**src/rtl/mem_init_pkg.sv**
```systemverilog
// ============================================================================
// Module   : mem_init_pkg
// Purpose  : Shared types for the memory initialisation sequencer: the
//            sequencer state encoding, the fill-pattern selector and a helper
//            that maps the raw 2-bit mode input onto the pattern selector.
// Ports    : none (package)
// Revision : 1.0 - initial release
// ============================================================================
`default_nettype none

package mem_init_pkg;

   typedef enum logic [2:0] {
      IDLE   = 3'd0,
      WRITE  = 3'd1,
      VRFY   = 3'd2,
      VDRAIN = 3'd3,
      DONE   = 3'd4
   } state_e;

   typedef enum logic [1:0] {
      IDENTITY = 2'd0,
      CONST    = 2'd1,
      DESCEND  = 2'd2
   } mode_e;

   // The reserved encoding 3 folds onto IDENTITY so the latched mode is
   // always one of the three real patterns.
   function automatic mode_e decode_mode(input logic [1:0] raw);
      mode_e m;
      case (raw)
         2'd1:    m = CONST;
         2'd2:    m = DESCEND;
         default: m = IDENTITY;
      endcase
      return m;
   endfunction

endpackage

`default_nettype wire

```
**src/rtl/mem_init_pattern.sv**
```systemverilog
// ============================================================================
// Module   : mem_init_pattern
// Purpose  : Combinational fill-pattern generator. Used both for the write
//            data and for the expected value during readback.
// Ports    : mode       - latched pattern selector
//            fill_value - latched constant for CONST
//            index      - word index being written / checked
//            data       - pattern value for that index
// Revision : 1.0 - initial release
// ============================================================================
`default_nettype none

module mem_init_pattern
   import mem_init_pkg::*;
#(
   parameter int ADDR_W = 8,
   parameter int DATA_W = 8,
   parameter int DEPTH  = 256
) (
   input  mode_e              mode,
   input  logic [DATA_W-1:0]  fill_value,
   input  logic [ADDR_W-1:0]  index,
   output logic [DATA_W-1:0]  data
);

   localparam logic [ADDR_W-1:0] LAST = ADDR_W'(DEPTH - 1);

   logic [ADDR_W-1:0] w_desc;
   logic [ADDR_W-1:0] w_seq;
   logic [DATA_W-1:0] w_seq_ext;

   // index never exceeds DEPTH-1, so this subtraction cannot wrap.
   assign w_desc = LAST - index;
   assign w_seq  = (mode == DESCEND) ? w_desc : index;

   // Fit the address-wide sequence value into the data width.
   generate
      if (DATA_W > ADDR_W) begin : g_zext
         assign w_seq_ext = {{(DATA_W-ADDR_W){1'b0}}, w_seq};
      end else if (DATA_W < ADDR_W) begin : g_trunc
         assign w_seq_ext = w_seq[DATA_W-1:0];
      end else begin : g_same
         assign w_seq_ext = w_seq;
      end
   endgenerate

   assign data = (mode == CONST) ? fill_value : w_seq_ext;

endmodule

`default_nettype wire

```
**src/rtl/mem_init_seq.sv**
```systemverilog
// ============================================================================
// Module   : mem_init_seq
// Purpose  : Fills DEPTH words of a single-port RAM with a selectable pattern,
//            one write per clock, and optionally reads the words back to
//            check them. Build option MEM_INIT_VERIFY_EN enables readback
//            verify; without it verify_err is tied low.
// Ports    : clk, reset          - clock, synchronous active-high reset
//            start, abort        - begin a fill / cancel a running one
//            mode, fill_value    - pattern select and constant (latched)
//            address, data, wren - RAM write/read port
//            q                   - RAM read data (one cycle after address)
//            busy, done          - status levels
//            verify_err          - sticky readback mismatch flag
// Revision : 1.0 - initial release
// ============================================================================
`default_nettype none

module mem_init_seq
   import mem_init_pkg::*;
#(
   parameter int ADDR_W = 8,
   parameter int DATA_W = 8,
   parameter int DEPTH  = 256
) (
   input  logic              clk,
   input  logic              reset,
   input  logic              start,
   input  logic              abort,
   input  logic [1:0]        mode,
   input  logic [DATA_W-1:0] fill_value,
   output logic [ADDR_W-1:0] address,
   output logic [DATA_W-1:0] data,
   output logic              wren,
   input  logic [DATA_W-1:0] q,
   output logic              busy,
   output logic              done,
   output logic              verify_err
);

   localparam logic [ADDR_W-1:0] LAST = ADDR_W'(DEPTH - 1);

`ifdef MEM_INIT_VERIFY_EN
   localparam state_e FILL_EXIT = VRFY;
`else
   localparam state_e FILL_EXIT = DONE;
`endif

   state_e            state_q, state_d;
   logic [ADDR_W-1:0] index_q, index_d;
   mode_e             mode_q,  mode_d;
   logic [DATA_W-1:0] fill_q,  fill_d;
   logic [DATA_W-1:0] w_pat;
   logic              w_err_clr;

   mem_init_pattern #(
      .ADDR_W (ADDR_W),
      .DATA_W (DATA_W),
      .DEPTH  (DEPTH)
   ) u_pattern (
      .mode       (mode_q),
      .fill_value (fill_q),
      .index      (index_q),
      .data       (w_pat)
   );

   always_ff @(posedge clk) begin
      if (reset) begin
         state_q <= IDLE;
         index_q <= '0;
         mode_q  <= IDENTITY;
         fill_q  <= '0;
      end else begin
         state_q <= state_d;
         index_q <= index_d;
         mode_q  <= mode_d;
         fill_q  <= fill_d;
      end
   end

   always_comb begin
      state_d   = state_q;
      index_d   = index_q;
      mode_d    = mode_q;
      fill_d    = fill_q;
      w_err_clr = 1'b0;
      address   = '0;
      data      = '0;
      wren      = 1'b0;
      busy      = (state_q != IDLE) && (state_q != DONE);
      done      = (state_q == DONE);

      case (state_q)
         IDLE, DONE: begin
            if (start && !abort) begin
               state_d   = WRITE;
               index_d   = '0;
               mode_d    = decode_mode(mode);
               fill_d    = fill_value;
               w_err_clr = 1'b1;
            end
         end

         WRITE: begin
            wren    = 1'b1;
            address = index_q;
            data    = w_pat;
            if (abort) begin
               state_d = IDLE;
               index_d = '0;
            end else if (index_q == LAST) begin
               state_d = FILL_EXIT;
               index_d = '0;
            end else begin
               index_d = index_q + ADDR_W'(1);
            end
         end

         // Readback sweep: the word addressed here is compared next cycle.
         VRFY: begin
            address = index_q;
            if (abort) begin
               state_d = IDLE;
               index_d = '0;
            end else if (index_q == LAST) begin
               state_d = VDRAIN;
               index_d = '0;
            end else begin
               index_d = index_q + ADDR_W'(1);
            end
         end

         // One extra cycle to compare the last word read in VRFY.
         VDRAIN: begin
            state_d = abort ? IDLE : DONE;
         end

         default: begin
            state_d = IDLE;
            index_d = '0;
         end
      endcase
   end

`ifdef MEM_INIT_VERIFY_EN
   logic [DATA_W-1:0] exp_q;
   logic              cmp_vld_q;
   logic              err_q;

   // exp_q tracks the pattern of the address presented last cycle, lining
   // it up with the RAM's one-cycle read latency.
   always_ff @(posedge clk) begin
      if (reset) begin
         exp_q     <= '0;
         cmp_vld_q <= 1'b0;
         err_q     <= 1'b0;
      end else begin
         exp_q     <= w_pat;
         cmp_vld_q <= (state_q == VRFY) && !abort;
         if (w_err_clr) begin
            err_q <= 1'b0;
         end else if (cmp_vld_q && !abort && (q != exp_q)) begin
            err_q <= 1'b1;
         end
      end
   end

   assign verify_err = err_q;
`else
   logic unused_q;
   assign unused_q   = ^q;
   assign verify_err = 1'b0;
`endif

endmodule

`default_nettype wire
```
**config.mk**
```make
export PLATFORM = sky130hd
export DESIGN_NAME = mem_init_seq
export DESIGN_NICKNAME = d
export VERILOG_FILES = /design/src/rtl/mem_init_pkg.sv /design/src/rtl/mem_init_pattern.sv /design/src/rtl/mem_init_seq.sv
export SDC_FILE = /design/constraint.sdc
export NUM_CORES = 1
export LEC_CHECK = 0
export CORE_MARGIN = 2
export CORE_UTILIZATION = 43
export CTS_BUF_LIST = sky130_fd_sc_hd__clkbuf_4 sky130_fd_sc_hd__clkbuf_8
export DETAILED_ROUTE_END_ITERATION = 8
export PLACE_DENSITY = 0.79
export SYNTH_ARGS = -nofsm -noshare
export SYNTH_HDL_FRONTEND = slang
export SYNTH_SLANG_ARGS = --single-unit
```
**constraint.sdc**
```tcl
create_clock -name clk -period 1.5 [get_ports clk]
set_input_delay 0.375 -clock clk [delete_from_list [all_inputs] [get_ports clk]]
set_output_delay 0.375 -clock clk [all_outputs]
set_load 0.03 [all_outputs]
```
==> flow_summary.toml <==
[drt]
viasPerCell = 5.86
drt-pass1-iter-count = 6
vias = 1489
drc = 3
postRouteAntennaNets = 0
drtIter0Drc = 53
wl_per_cell_um = 19.2
wl_um = 4870

[pwr]
intPower_uw = 917
p_comb_share_pct = 33.6
clock_power_share_pct = 22.0
power_switching_uw = 431
ir_drop_mv = 0.471
p_leak_uw = 0.000905
pwr_density_cell_nw_per_um2 = 568
seq_power_share_pct = 44.3
netSwitchingFraction_pct = 32.0

[global_routing]
overflow = 0
track_usage_pct = 27.0
grt_max_degree = 18
grt_pass1_vias = 1514
grt_pass1_wl_um = 7040
antenna_found_initial = 0

[die]
start_util_pct = 45.8
dieArea_um2 = 3440
ioPinCount = 42
core-area_um2 = 2810
dieWidth_um = 58.6
fp-row-count = 19
die_h_um = 58.6

[clock_tree]
cts_tree = "yes"
clockBufferDepth = 2
path_clk_slew_ns = 0.13
ctsRootBufferMaster = "clkbuf_4"
clock_sinks = 21
cts_buffers = 3
htreeDepth = 1
clk_latency_ns = 0.30

[sta]
fin_hold_ws_ns = 0.484
final.min_clock_period_ns = 2.00
fmax_mhz = 499
rsz0062_at_grt = "yes"
fin_setup_tns_ns = -8.57
clock_skew_ns = 0.00913
finalHoldViolCount = 0
finalWorstSetupSlack_ns = -0.504
setup_violations = 26
slew_viol_final = 0
fin_crit_sh_pct = 134

[cells_and_area]
finalInstanceArea_um2 = 2370
layout_commonest_cell = "buf_6"
final_nets = 247
n_antenna_cell = 0
syn_to_final_growth_pct = 84.7
drive_gt1_share_pct = 52.5
layout_common_cells = "buf_6, nand2_1, buf_4"
finalNonFillerCells = 254
fillCellCount = 133
multi_input_area_um2 = 1130
regArea_um2 = 448

[placed_design]
io_buffers = 32
pre_cts_ws_ns = -0.393
place_congestion = 0.927
dpl_cell_area_um2 = 1880
dp_hpwl_um = 2730
dp_cells = 238

[outcome]
violations = "design-rule violations, negative setup slack"
outcome = "complete, but fails checks"

[setup_path]
worstPathRequired_ns = 1.12
worstSetupPathType = "reg2out"
startpoint_type = "flop"
cp.arrival_ns = 1.63
crit_path_max_fanout = 8
cp-end-kind = "output port"
timing.reg2reg.setup_slack_ns = -0.20

[run]
cap_violations = 0

[synthesis]
syn_nets = 185
avgSynthCellArea_um2 = 7.92
ys_types = 38
yosysSeqAreaShare_pct = 32.7
ys_ff_latch = 21
synth_area_um2 = 1280
synthCells = 162
ys_warn_count = 0

[min_path]
hp-class = "reg2reg"
final timing paths:
| kind | to | start | cells after the start |
|---|---|---|---|
| max | address[6] | state_q[0] | 5 |
| min | fill_q[2] | fill_q[2] | 2 |
| max reg2reg | index_q[5] | state_q[0] | 7 |
| min reg2reg | fill_q[2] | fill_q[2] | 2 |
routing by layer:
layer  vias up  part of all wire, %  wire [um]  GRT usage [%]
li1        675                    -          -              -
met1       727                   38       1860           31.0
met2        67                   52       2550           49.1
met3        20                  6.1        296           4.62
met4         0                  3.3        159           11.4
met5         -                    0          0              0
worst max-delay path: stages (launching register included):
cell and delay (ns):
dfxtp_4 0.38, buf_6 0.13, xor2_4 0.18, nor2b_4 0.30
and2_4 0.20, buf_6 0.12
cell usage after synthesis:
cell type / instances / area share (%)
a21oi_1: 13 / 5.1
nand4_1: 1 / 0.49
o21ai_2: 1 / 0.68
a31oi_1: 1 / 0.49
and3b_1: 1 / 0.68
o21ai_0: 3 / 1.2
mux2i_1: 9 / 7.0
nand2b_1: 2 / 0.97
nand2_1: 22 / 6.4
conb_1: 1 / 0.29
buf_2: 5 / 1.9
nor2_2: 2 / 0.97
buf_4: 1 / 0.59
xor2_1: 10 / 6.8
ha_1: 1 / 0.97
xnor2_1: 3 / 2.0
inv_1: 1 / 0.29
or4_1: 2 / 1.2
a211oi_1: 10 / 5.8
nand4b_1: 1 / 0.68
o211ai_1: 2 / 1.2
or2b_1: 1 / 0.59
nor2_1: 16 / 4.7
or4_4: 1 / 0.88
nand3b_1: 3 / 1.8
nor2b_1: 1 / 0.49
clkinv_2: 1 / 0.39
and2_1: 9 / 4.4
or3b_2: 1 / 0.68
nand3_1: 4 / 1.6
nand4bb_1: 1 / 0.88
dfxtp_1: 21 / 33
and3_1: 2 / 0.97
clkbuf_1: 4 / 1.2
and2b_1: 1 / 0.59
o31ai_1: 2 / 1.2
a21oi_2: 1 / 0.68
a21o_1: 1 / 0.59
sequential cells by signal, summed over array words and instances, names as in the netlist:
signal and flops:
mode_q 2, state_q 3, fill_q 8, index_q 8
power by group through the flow:
stage                     registers [uW]  logic (uW)  clock network, uW
after floorplan                      606         200                  0
after global placement               605         312                  0
after detailed placement             607         325                  0
after CTS                            596         381                292
after global routing                 598         477                321
final                                598         453                297
logic make-up after synthesis:
group,synth area share [%]
DFF,32.7
xor gates and xnor gates,8.87
and+or+nand+nor,28.9
AOI/OAI and AO/OA,16.9
other,0.292
buffers and inverters,4.38
muxes,7.02
adders and majority gates,0.975
timing repair:
item                       in CTS  in global routing
hold endpoints to repair        0                  0
setup buffers                   5                  4
hold buffers                    0                  0
pin swaps                      19                 17
gates cloned                    2                  2
setup endpoints to repair      29                 39
resized for setup              49                 41
stage by stage:
stage	total power, uW	utilization (%)
6_report	1350	84.5
5_1_grt	1400	84.5
4_1_cts	1270	76.1
3_5_place_dp	932	67.1
3_3_place_gp	917	67.1
2_1_floorplan	806	-
cell type report:
class / count / area share (%)
repair buffers: 66 / 30.0
multi-input cells: 130 / 47.5
clock buffers: 4 / 1.27
well taps: 31 / 1.64
flip-flops and latches: 21 / 18.9
inverters: 2 / 0.633
(Power assumes the default switching activity.)
